## src/rtl/seven_seg_mux_pkg.sv

```systemverilog
`default_nettype none
// ============================================================================
// seven_seg_pkg : active-low glyph table, hex decoder and load-content record
//                 shared by the seven_seg_mux display driver.
// Revision      : 1.0
// ============================================================================
package seven_seg_pkg;

  localparam int MAX_DIGITS = 8;

  // {ca,cb,cc,cd,ce,cf,cg}, 0 = segment lit
  localparam logic [6:0] ZERO   = 7'h01;
  localparam logic [6:0] ONE    = 7'h4F;
  localparam logic [6:0] TWO    = 7'h12;
  localparam logic [6:0] THREE  = 7'h06;
  localparam logic [6:0] FOUR   = 7'h4C;
  localparam logic [6:0] FIVE   = 7'h24;
  localparam logic [6:0] SIX    = 7'h20;
  localparam logic [6:0] SEVEN  = 7'h0F;
  localparam logic [6:0] EIGHT  = 7'h00;
  localparam logic [6:0] NINE   = 7'h04;
  localparam logic [6:0] CHAR_A = 7'h08;
  localparam logic [6:0] CHAR_B = 7'h60;
  localparam logic [6:0] CHAR_C = 7'h31;
  localparam logic [6:0] CHAR_D = 7'h42;
  localparam logic [6:0] CHAR_E = 7'h30;
  localparam logic [6:0] CHAR_F = 7'h38;
  localparam logic [6:0] NONE   = 7'h7F;

  typedef struct packed {
    logic [4*MAX_DIGITS-1:0] value;
    logic [MAX_DIGITS-1:0]   dots;
    logic [MAX_DIGITS-1:0]   en;
    logic                    lz;
  } disp_t;

  function automatic logic [6:0] hex_to_seg(input logic [3:0] nib);
    case (nib)
      4'h0:    hex_to_seg = ZERO;
      4'h1:    hex_to_seg = ONE;
      4'h2:    hex_to_seg = TWO;
      4'h3:    hex_to_seg = THREE;
      4'h4:    hex_to_seg = FOUR;
      4'h5:    hex_to_seg = FIVE;
      4'h6:    hex_to_seg = SIX;
      4'h7:    hex_to_seg = SEVEN;
      4'h8:    hex_to_seg = EIGHT;
      4'h9:    hex_to_seg = NINE;
      4'hA:    hex_to_seg = CHAR_A;
      4'hB:    hex_to_seg = CHAR_B;
      4'hC:    hex_to_seg = CHAR_C;
      4'hD:    hex_to_seg = CHAR_D;
      4'hE:    hex_to_seg = CHAR_E;
      default: hex_to_seg = CHAR_F;
    endcase
  endfunction

endpackage
`default_nettype wire

```

## src/rtl/seven_seg_mux_if.sv

```systemverilog
`default_nettype none
// ============================================================================
// seven_seg_mux_if : valid/ready load port carrying new display content.
// Revision         : 1.0
// ============================================================================
interface seven_seg_mux_if #(
  parameter int DIGITS = 8
);
  logic                  load_valid;
  logic                  load_ready;
  logic [4*DIGITS-1:0]   value;
  logic [DIGITS-1:0]     dots;
  logic [DIGITS-1:0]     digit_en;
  logic                  lz_blank;

  modport master (output load_valid, value, dots, digit_en, lz_blank, input load_ready);
  modport slave  (input load_valid, value, dots, digit_en, lz_blank, output load_ready);
endinterface
`default_nettype wire

```

## src/rtl/seven_seg_mux_scan.sv

```systemverilog
`default_nettype none
// ============================================================================
// seven_seg_scan : slot counter and digit index for the multiplexed display.
// Revision       : 1.0
// ============================================================================
module seven_seg_scan #(
  parameter int DIGITS = 8,
  parameter int STEP   = 10000,
  parameter int IDX_W  = $clog2(DIGITS),
  parameter int CNT_W  = $clog2(STEP)
) (
  input  logic             clk_100mhz,
  input  logic             nrst,
  output logic [CNT_W-1:0] cnt,
  output logic [IDX_W-1:0] idx,
  output logic             slot_last,
  output logic             frame_last
);

  logic [CNT_W-1:0] cnt_q, cnt_d;
  logic [IDX_W-1:0] idx_q, idx_d;

  always_comb begin
    slot_last  = (cnt_q == CNT_W'(STEP - 1));
    frame_last = slot_last && (idx_q == IDX_W'(DIGITS - 1));
    cnt_d      = slot_last ? '0 : cnt_q + 1'b1;
    idx_d      = idx_q;
    if (slot_last) begin
      idx_d = frame_last ? '0 : idx_q + 1'b1;
    end
  end

  always_ff @(posedge clk_100mhz or negedge nrst) begin
    if (!nrst) begin
      cnt_q <= '0;
      idx_q <= '0;
    end else begin
      cnt_q <= cnt_d;
      idx_q <= idx_d;
    end
  end

  assign cnt = cnt_q;
  assign idx = idx_q;

endmodule
`default_nettype wire

```

## src/rtl/seven_seg_mux.sv

```systemverilog
`default_nettype none
// ============================================================================
// seven_seg_mux : time-multiplexed common-anode 7-segment driver with
//                 frame-aligned content commit. Optional: SEVEN_SEG_DIM_EN.
// Revision      : 1.0
// ============================================================================
module seven_seg_mux
  import seven_seg_pkg::*;
#(
  parameter int DIGITS = 8,
  parameter int STEP   = 10000,
  parameter int IDX_W  = $clog2(DIGITS),
  parameter int CNT_W  = $clog2(STEP)
) (
  input  logic              clk_100mhz,
  input  logic              nrst,
  seven_seg_mux_if.slave    load,
`ifdef SEVEN_SEG_DIM_EN
  input  logic [3:0]        brightness,
`endif
  output logic [6:0]        seg,
  output logic              dp,
  output logic [DIGITS-1:0] an,
  output logic [IDX_W-1:0]  cur_digit,
  output logic              frame_tick
);

  logic [CNT_W-1:0] cnt;
  logic [IDX_W-1:0] idx;
  logic             slot_last;
  logic             frame_last;

  seven_seg_scan #(
    .DIGITS (DIGITS),
    .STEP   (STEP),
    .IDX_W  (IDX_W),
    .CNT_W  (CNT_W)
  ) u_scan (
    .clk_100mhz (clk_100mhz),
    .nrst       (nrst),
    .cnt        (cnt),
    .idx        (idx),
    .slot_last  (slot_last),
    .frame_last (frame_last)
  );

  disp_t               pend_data_q, pend_data_d;
  logic                pend_q, pend_d;
  logic [4*DIGITS-1:0] sh_value_q, sh_value_d;
  logic [DIGITS-1:0]   sh_dots_q, sh_dots_d;
  logic [DIGITS-1:0]   sh_blank_q, sh_blank_d;
  logic [DIGITS-1:0]   commit_blank;
  logic                upper_zero;

  // Leading-zero run is tracked from the most significant digit downwards
  always_comb begin
    upper_zero   = 1'b1;
    commit_blank = '0;
    for (int k = DIGITS - 1; k >= 0; k--) begin
      upper_zero      = upper_zero && (pend_data_q.value[4*k +: 4] == 4'h0) && !pend_data_q.dots[k];
      commit_blank[k] = !pend_data_q.en[k] || (pend_data_q.lz && (k != 0) && upper_zero);
    end
  end

  always_comb begin
    pend_d      = pend_q;
    pend_data_d = pend_data_q;
    sh_value_d  = sh_value_q;
    sh_dots_d   = sh_dots_q;
    sh_blank_d  = sh_blank_q;
    if (frame_last && pend_q) begin
      sh_value_d = pend_data_q.value[4*DIGITS-1:0];
      sh_dots_d  = pend_data_q.dots[DIGITS-1:0];
      sh_blank_d = commit_blank;
      pend_d     = 1'b0;
    end
    // A transfer in the commit cycle only lands in pending, never in shadow
    if (load.load_valid && !pend_q) begin
      pend_d                            = 1'b1;
      pend_data_d                       = '0;
      pend_data_d.value[4*DIGITS-1:0]   = load.value;
      pend_data_d.dots[DIGITS-1:0]      = load.dots;
      pend_data_d.en[DIGITS-1:0]        = load.digit_en;
      pend_data_d.lz                    = load.lz_blank;
    end
  end

  always_ff @(posedge clk_100mhz or negedge nrst) begin
    if (!nrst) begin
      pend_q      <= 1'b0;
      pend_data_q <= '0;
      sh_value_q  <= '0;
      sh_dots_q   <= '0;
      sh_blank_q  <= '1;
    end else begin
      pend_q      <= pend_d;
      pend_data_q <= pend_data_d;
      sh_value_q  <= sh_value_d;
      sh_dots_q   <= sh_dots_d;
      sh_blank_q  <= sh_blank_d;
    end
  end

  if (DIGITS < MAX_DIGITS) begin : g_unused_hi
    logic unused_pend_hi;
    assign unused_pend_hi = ^{pend_data_q.value[4*MAX_DIGITS-1:4*DIGITS],
                              pend_data_q.dots[MAX_DIGITS-1:DIGITS],
                              pend_data_q.en[MAX_DIGITS-1:DIGITS]};
  end

  logic drive_on;

`ifdef SEVEN_SEG_DIM_EN
  logic [CNT_W:0] on_lim_q, on_lim_d;

  // Brightness is taken on the edge that opens a slot and held for that slot
  always_comb begin
    on_lim_d = on_lim_q;
    if (slot_last) begin
      on_lim_d = (CNT_W+1)'(((32'(brightness) + 32'd1) * 32'(STEP)) >> 4);
    end
  end

  always_ff @(posedge clk_100mhz or negedge nrst) begin
    if (!nrst) begin
      on_lim_q <= (CNT_W+1)'(STEP);
    end else begin
      on_lim_q <= on_lim_d;
    end
  end

  assign drive_on = ({1'b0, cnt} < on_lim_q);
`else
  logic unused_cnt;
  assign unused_cnt = ^cnt;
  assign drive_on   = 1'b1;
`endif

  always_comb begin
    an         = '1;
    seg        = NONE;
    dp         = 1'b1;
    cur_digit  = idx;
    frame_tick = frame_last;
    if (drive_on) begin
      an[idx] = 1'b0;
      if (!sh_blank_q[idx]) begin
        seg = hex_to_seg(sh_value_q[{idx, 2'b00} +: 4]);
        dp  = ~sh_dots_q[idx];
      end
    end
  end

  assign load.load_ready = ~pend_q;

endmodule
`default_nettype wire

```

## src/flat_wrapper.sv

```systemverilog
// flat-port wrapper written by rule: the top's interface ports become plain ports
module seven_seg_mux_flat import seven_seg_pkg::*;
#(
  parameter int DIGITS = 8,
  parameter int STEP   = 10000,
  parameter int IDX_W  = $clog2(DIGITS),
  parameter int CNT_W  = $clog2(STEP)
)
  (clk_100mhz, nrst, seg, dp, an, cur_digit, frame_tick, load_load_valid, load_value, load_dots, load_digit_en, load_lz_blank, load_load_ready);
  seven_seg_mux_if #(.DIGITS(DIGITS)) load_i ();
  input  logic clk_100mhz;
  input  logic nrst;
  output logic [6:0] seg;
  output logic dp;
  output logic [DIGITS-1:0] an;
  output logic [IDX_W-1:0] cur_digit;
  output logic frame_tick;
  input wire logic [$bits(load_i.load_valid)-1:0] load_load_valid;
  input wire logic [$bits(load_i.value)-1:0] load_value;
  input wire logic [$bits(load_i.dots)-1:0] load_dots;
  input wire logic [$bits(load_i.digit_en)-1:0] load_digit_en;
  input wire logic [$bits(load_i.lz_blank)-1:0] load_lz_blank;
  output wire logic [$bits(load_i.load_ready)-1:0] load_load_ready;
  assign load_i.load_valid = load_load_valid;
  assign load_i.value = load_value;
  assign load_i.dots = load_dots;
  assign load_i.digit_en = load_digit_en;
  assign load_i.lz_blank = load_lz_blank;
  assign load_load_ready = load_i.load_ready;
  seven_seg_mux #(.DIGITS(DIGITS), .STEP(STEP), .IDX_W(IDX_W), .CNT_W(CNT_W)) u_core (.clk_100mhz(clk_100mhz), .nrst(nrst), .load(load_i), .seg(seg), .dp(dp), .an(an), .cur_digit(cur_digit), .frame_tick(frame_tick));
endmodule
```

## config.mk

```make
export PLATFORM = sky130hd
export DESIGN_NAME = seven_seg_mux_flat
export DESIGN_NICKNAME = d
export VERILOG_FILES = /design/src/rtl/seven_seg_mux_pkg.sv /design/src/rtl/seven_seg_mux_if.sv /design/src/rtl/seven_seg_mux_scan.sv /design/src/rtl/seven_seg_mux.sv /design/src/flat_wrapper.sv
export SDC_FILE = /design/constraint.sdc
export NUM_CORES = 1
export LEC_CHECK = 0
export ABC_AREA = 1
export CELL_PAD_IN_SITES_DETAIL_PLACEMENT = 0
export CELL_PAD_IN_SITES_GLOBAL_PLACEMENT = 2
export CORE_MARGIN = 2
export CORE_UTILIZATION = 33
export CTS_BUF_LIST = sky130_fd_sc_hd__clkbuf_16
export DETAILED_ROUTE_END_ITERATION = 8
export PLACE_DENSITY = 0.82
export SLEW_MARGIN = 30
export SYNTH_ARGS = -nofsm -noshare
export SYNTH_HDL_FRONTEND = slang
export SYNTH_HIERARCHICAL = 1
export SYNTH_SLANG_ARGS = --single-unit
```

## constraint.sdc

```tcl
create_clock -name clk_100mhz -period 2.4 [get_ports clk_100mhz]
set_clock_uncertainty 0.2 [all_clocks]
set_input_delay 0.24 -clock clk_100mhz [delete_from_list [all_inputs] [get_ports clk_100mhz]]
set_output_delay 0.24 -clock clk_100mhz [all_outputs]
set_load 0.05 [all_outputs]
```

==> impl_summary.txt, run 1 <==
----------------------------------------------------
[Logic synthesis]
  Fraction of the yosys area taken by sequential cells ... 0.517
  Synth area leader ... dfrtp_1
  Synthesized area divided by synthesized cell count ... around 8 um2
  Synthesized cell area ... 5580 um2
  Area fraction of the dominant cell type after synthesis ... 0.480
  Number of flops mapped to enable cells by yosys ... 0
  Yosys Warn Count ... 6
  Ys flop type ... dfrtp_1
  Cells after synthesis ... 683
  Number of nets produced by synthesis ... 744
  Unique cell type count in the Yosys netlist ... 34
  Cells taking the most area after synthesis ... dfrtp_1 (48%), nand2_1 (13%), nor2_1 (4.8%)
  Fraction of registers with async set or reset after synthesis ... 1.00
  Post-synthesis register bit count ... 115

[Clock network]
  Post-CTS clock slew at the launch and capture registers of the worst setup and hold paths ... 50 ps
  Largest buffer count on any clock path ... 2
  TritonCTS Sinks ... 115
  CTS Buf Count ... 17
  CTS tree ... yes
  Clk root buf ... clkbuf_16
  Clock network latency to the later pin of the worst-skew pair ... 420 ps
  Max H-tree Level ... 4

[Pwr]
  PD cells ... 603 nW/um2
  Net switching share of the total power ... 0.196
  Comb power frac ... 0.027
  Max IR drop VDD ... 0.474 mV
  Static power due to leakage ... roughly 0.0037 uW
  Share of total power in the clock network ... 0.553
  Internal power contribution ... 3720 uW
  Sequential cell fraction of total power ... 0.419
  Net load switching power ... slightly above 900 uW

[Finish]
  Net count, final ... approximately 850
  Share of the core filled with cells in the final layout ... 0.463
  Number of filler instances in the final layout ... 1664
  Area growth syn-to-layout ... 37.5%
  Post-route cell area ... 7680 um2
  Seq. cell area ... between 2000 and 3000 um2
  Layout cells sized above 1 ... 0.224
  Area of combinational cells with multiple inputs ... 2430 um2
  Total inserted antenna cells ... 0

[Floorplan]
  Effective utilization at floorplan ... 0.337
  Core area ... approximately 17000 um2
  I/O pins ... 73
  Die Span X ... 134 um
  Vertical die dimension ... 134 um
  Number of cell rows ... 47
  Die outline area ... between 15000 and 20000 um2

[Hold path]
  Path class of the lowest-slack min-delay path ... in -> async

[Placement]
  Count of buffers from port buffering ... 72
  Half-perimeter wire length of the detailed placement result ... 10100 um
  Dpl cell area ... 6730 um2
  Final weighted congestion in routability-driven placement ... 0.840

[Worst setup path]
  Critical path required time ... 1960 ps
  Data arrival time at the worst-slack endpoint ... between 2000 and 2500 ps
  Critical Path End Type ... output port
  Path type of the worst setup path ... reg -> out
  Startpoint kind of the worst setup timing path ... flip-flop
  Largest fanout on the critical path ... 6

[Route]
  Violation count after the first detailed-routing iteration ... 207
  Vias per Instance ... 4.55
  Average detailed-routed wire length per instance ... 13.9 um
  Number of detailed-routing iterations run before antenna repair ... 6
  Detailed-route wire length ... approximately 14000 um
  DRC viols ... 0
  Routed vias ... 4633
  Post-route ant nets ... 0

[STA]
  Setup slack after layout ... -325 ps
  Slew @ Worst Pin ... 883 ps
  Max-slew violation total from the final report ... 0
  Final period demand of the worst path ... between 2000 and 3000 ps
  Final setup violation count ... 8
  RSZ-0062 raised after global routing ... yes
  Setup TNS Final ... -2180 ps
  Worst relative slew slack ... 0.406
  Final Hold Vio Count ... 0
  Fmax ... 0.367 GHz
  Final Cycle Share ... 1.14

[Global route]
  Wire length of the first global-routing pass ... 23600 um
  Number of antenna violations at the first check in global routing ... 0
  Vias in the first global route ... 4680
  Largest net degree at the start of global routing ... 90
  Global route overflow ... 0
  Global router's overall resource usage ... 0.167

[Run]
  Reported max-cap violation count ... 0

[Status]
  Failing checks ... negative setup slack
  Run status ... finished, violations left

----------------------------------------------------
## final timing paths
check | from | slack, ps | cells after the start | end
worst max register to register | u_core/u_scan/idx[0] | 150 | 9 | u_core/sh_blank_q[6]
min in group clk_100mhz | load_value[28] | 190 | 3 | u_core/pend_data_q[45]
worst min register to register | u_core/pend_data_q[8] | 220 | 1 | u_core/sh_blank_q[7]
worst max-delay path | u_core/u_scan/idx[0] | -330 | 13 | seg[5]
worst min-delay path | nrst | 170 | 2 | u_core/sh_value_q[16]
max in group asynchronous | nrst | 1030 | 3 | u_core/sh_blank_q[4]
## power by group through the flow
| stage | registers (uW) | logic [uW] | clock network [uW] |
|---|---|---|---|
| after floorplan | 1970 | 0.529 | 0 |
| after global placement | 1970 | 128 | 0 |
| after detailed placement | 1970 | 130 | 0 |
| after CTS | 1940 | 132 | 2630 |
| after global routing | 1940 | 140 | 2710 |
| final | 1940 | 127 | 2560 |
## sequential cells by signal, summed over array words and instances (netlist names)
signal	flops
u_core/u_scan/cnt	14
u_core/pend_q	1
u_core/u_scan/idx	3
u_core/sh_value_q	32
u_core/sh_blank_q	8
u_core/pend_data_q	49
u_core/sh_dots_q	8
## worst max-delay path, cell delays in order, from the launching register on
cell and delay, ps:
dfrtp_4 540, inv_8 90, buf_4 110, nand2_1 40, nand2_1 50, nand2_1 50, nand2_1 80, nand2_1 60
nand2_2 120, clkinv_4 100, ha_4 290, nand3_1 100, nand3_2 100, buf_12 140
## placed cells by master, fill, tap and decap left out, types with 4 or more instances in the layout
cell and instances:
a21oi_1 47, a31oi_1 4, buf_12 11, buf_4 38, buf_6 8, bufinv_16 4
clkbuf_16 17, clkdlybuf4s50_1 52, clkinv_1 5, clkinvlp_4 4, dfrtp_1 104, dfstp_2 8
ha_4 4, inv_1 58, inv_2 6, mux2_2 10, nand2_1 181, nand2_2 26
nand2_4 5, nand3_1 26, nand3_2 13, nand4_1 9, nor2_1 71, nor2_4 6
o21ai_0 42
## through the flow
| step | std cells | worst slack (ps) | hold WS, ps | power, uW |
|---|---|---|---|---|
| 2_1_floorplan | 683 | 33.4 | -256 | 1980 |
| 3_3_place_gp | 969 | 40.6 | 78.5 | 2100 |
| 3_5_place_dp | 969 | -33.6 | 83.6 | 2100 |
| 4_1_cts | 1013 | -325 | 186 | 4700 |
| 5_1_grt | 1019 | -453 | 200 | 4790 |
| 6_report | 1019 | -325 | 170 | 4630 |
## per-layer routing
layer | vias to the layer above | share of wire | wire length [um] | GRT usage
met1 | 2166 | 0.48 | 6820 | 0.223
met3 | 11 | 0.037 | 529 | 0.0389
met5 | - | 0 | 0 | 0
met4 | 0 | 0.012 | 168 | 0.0532
li1 | 2381 | - | - | -
met2 | 75 | 0.47 | 6680 | 0.271
## kinds of logic after synthesis
kind of cell / share of synthesized area
fa+ha+maj: 0.0202
mux: 0.0202
buf+inv: 0.0820
xor+xnor: 0.00785
simple gates: 0.261
compound gates: 0.0919
flops: 0.517
## timing repair
| action | 4_1_cts | 5_1_grt |
|---|---|---|
| cloned | 0 | 1 |
| hold buffers | 1 | 0 |
| endpoints found under the setup margin | 9 | 29 |
| buffers inserted | 11 | 5 |
| hold endpoints to repair | 40 | 0 |
| pin swaps | 9 | 19 |
| gates resized for setup | 29 | 27 |
## final cells by class
cell class	instances	share of cell area
multi-input combinational	467	0.317
clock inverter	15	0.0225
sequential	115	0.377
inverter	71	0.0391
tap	220	0.0359
clock buffer	17	0.0554
timing repair inverter	1	0.000978
timing repair buffer	113	0.152
## cells in the mapped netlist, types with 5 or more instances
library cell,n
a21oi_1,47
buf_2,9
buf_6,6
clkbuf_1,12
dfrtp_1,107
dfstp_2,8
ha_1,9
inv_1,61
inv_2,5
mux2_2,10
nand2_1,197
nand2_2,13
nand3_1,40
nand4_1,9
nor2_1,72
nor2_4,5
o21ai_0,42
Power figures use the tool's default switching activity.
==> run 2, diff against run 1 <==
SETUP_SLACK_MARGIN = 0.2   (was not set)
==> run 2 against run 1 <==
Compared with the run above: the run still ends with negative setup slack left; wire length rose by 17%; flip-flop and latch count did not move; critical path depth rose by 1; via count rose by 7.7%; first-iteration DRC count rose by 17%; clock-buffer cell count did not move; global-route usage rose by 1.7 points; cell count rose by 1.8%; sequential share of layout area fell by 4.2 points; power fell by 7.4%; worst setup slack improved by 57 ps; maximum frequency rose by 2.1%; largest power group unchanged; highest routed layer unchanged.
==> impl_summary.txt, run 2 (synthesis gave the netlist of run 1 again) <==
----------------------------------------------------
[Route]
  Detailed-route wire length ... 16700 um (+17%)
  Average detailed-routed wire length per instance ... 16.1 um (+15%)
  Number of detailed-routing iterations run before antenna repair ... 5 (-1)
  Post-route ant nets ... 0 (unchanged)
  Violation count after the first detailed-routing iteration ... 242 (+17%)
  Vias per Instance ... 4.81 (+5.8%)
  Routed vias ... 4988 (+7.7%)
  DRC viols ... 0 (unchanged)

[Finish]
  Most frequent standard cell in the layout excluding fill and tap cells ... nand2_1
  Most flop-heavy register ... u_core/pend_data_q
  Total inserted antenna cells ... 0 (unchanged)
  Number of filler instances in the final layout ... 1533 (-7.9%)
  Most used cells in the layout excluding fill and tap cells ... nand2_1 (145), dfrtp_1 (104), nor2_1 (67)
  Number of non-filler instances in the completed layout ... 1037 (+1.8%)
  Area of combinational cells with multiple inputs ... 2870 um2 (+18%)
  Max reg flops ... 49 (unchanged)
  Layout cells sized above 1 ... 0.324 (+0.100)
  Area growth syn-to-layout ... 54.8%
  Seq. cell area ... 2890 um2 (about the same)
  Net count, final ... 865 (+2.1%)
  Share of the core filled with cells in the final layout ... 0.521 (+0.0582)

[Global route]
  Number of antenna violations at the first check in global routing ... 0 (unchanged)
  Vias in the first global route ... 4969 (+6.2%)
  Largest net degree at the start of global routing ... 47 (-48%)
  Global route overflow ... 0 (unchanged)
  Global router's overall resource usage ... 0.184 (+0.0167)
  Wire length of the first global-routing pass ... 25600 um (+8.6%)

[Clock network]
  Max H-tree Level ... 4 (unchanged)
  CTS Buf Count ... 17 (unchanged)
  Post-CTS clock slew at the launch and capture registers of the worst setup and hold paths ... 50 ps (about the same)
  Clk root buf ... clkbuf_16
  Clock network latency to the later pin of the worst-skew pair ... 420 ps (about the same)
  CTS tree ... yes
  TritonCTS Sinks ... 115 (unchanged)
  Largest buffer count on any clock path ... 2 (unchanged)

[Floorplan]
  Core area ... 16600 um2 (unchanged)
  Die Span X ... 134 um (unchanged)
  Effective utilization at floorplan ... 0.337 (unchanged)
  Number of cell rows ... 47 (unchanged)
  Vertical die dimension ... 134 um (unchanged)
  Die outline area ... 18000 um2 (unchanged)
  I/O pins ... 73 (unchanged)

[STA]
  RSZ-0062 raised after global routing ... yes
  Max-slew violation total from the final report ... 0 (unchanged)
  Final period demand of the worst path ... 2670 ps (-56.6 ps)
  Final Hold Vio Count ... 0 (unchanged)
  Setup slack after layout ... -269 ps (+56.6 ps)
  Slew @ Worst Pin ... 538 ps (-345 ps)
  Final setup violation count ... 14 (+6)
  Final Cycle Share ... 1.11 (-0.0236)
  Worst relative slew slack ... 0.640 (+0.234)
  Fmax ... 0.375 GHz (+2.1%)

[Worst setup path]
  Critical path required time ... 1960 ps (about the same)
  Startpoint kind of the worst setup timing path ... flip-flop
  Path type of the worst setup path ... reg -> out
  Data arrival time at the worst-slack endpoint ... 2230 ps (-60 ps)
  Largest fanout on the critical path ... 5 (-1)
  Critical Path End Type ... output port

[Pwr]
  Static power due to leakage ... 0.00412 uW (+10%)
  Max IR drop VDD ... 0.450 mV (-5.1%)
  PD cells ... 496 nW/um2 (-18%)

[Status]
  Failing checks ... negative setup slack
  Run status ... finished, violations left

[Placement]
  Final weighted congestion in routability-driven placement ... 0.835 (-0.57%)
  Count of buffers from port buffering ... 72 (unchanged)
  Half-perimeter wire length of the detailed placement result ... 9940 um (-1.4%)
  Number of placed instances, taps included ... 960 (-0.93%)
  Worst slack at placement ... 141 ps (+175 ps)

[Hold path]
  Path class of the lowest-slack min-delay path ... in -> async

[Run]
  Reported max-cap violation count ... 0 (unchanged)

----------------------------------------------------
## run 2: area by class of cell
type | instances | area share
repair buffers | 130 | 0.205
flip-flops and latches | 115 | 0.335
clock inverters | 15 | 0.00999
repair inverters | 2 | 0.00188
inverters | 71 | 0.0355
multi-input cells | 467 | 0.332
clock buffers | 17 | 0.0492
well taps | 220 | 0.0319
## run 2: repair_timing
| action | in CTS | in global routing |
|---|---|---|
| setup endpoints to repair | 18 | 59 |
| setup buffers | 12 | 15 |
| resized for setup | 46 | 149 |
| pin swaps | 12 | 22 |
| cloned | 8 | 9 |
| hold buffers | 1 | 0 |
| hold endpoints to repair | 78 | 0 |
## run 2: path summary, 6_finish.rpt
kind                                        from                endpoint  slack [ps]  depth (start not counted)
max                         u_core/u_scan/idx[0]                  seg[3]        -270                         14
min                                         nrst   u_core/u_scan/cnt[12]         100                          2
max reg2reg                 u_core/u_scan/idx[0]    u_core/sh_blank_q[7]         -40                         14
min reg2reg                u_core/pend_data_q[1]    u_core/sh_blank_q[0]         220                          1
max in group asynchronous                   nrst    u_core/sh_blank_q[0]        1200                          3
min in group clk_100mhz           load_value[22]  u_core/pend_data_q[39]         200                          3
## run 2: metrics by stage
step                hold WS, ps  instance area (um2)  setup TNS, ps  power [uW]
floorplan                  -256                 5820              0        1980
global placement           3.59                 6880              0        2100
detailed placement         4.63                 6880              0        2100
CTS                         109                 7830          -1330        4330
global route                145                 8640          -5290        4430
finish                     95.0                 8640          -1840        4290
## run 2: report_power, final
group          total (uW)  switching (uW)  leakage, uW  internal [uW]
clock network        2220             849     0.000264           1370
logic                 128            50.0      0.00251           78.0
registers            1940               0      0.00135           1940
total                4290             899      0.00412           3390
## run 2: worst max-delay path, cell delays in order, from the launching register on
cell and delay, ps:
dfrtp_2 510, buf_8 160, nand2_4 40, nand2_2 60, nand2_2 40, nand2_2 70
nand2_2 60, nand2_4 140, inv_6 60, ha_4 180, inv_4 70, nand3_4 80
nand3_4 90, nand3_4 80, buf_12 150
## run 2: layer usage
metal  part of all wire  vias to the layer above  track usage
li1                   -                     2431            -
met1               0.46                     2412        0.252
met2               0.47                      123        0.290
met3              0.050                       22       0.0506
met4              0.015                        0       0.0474
met5                  0                        -            0
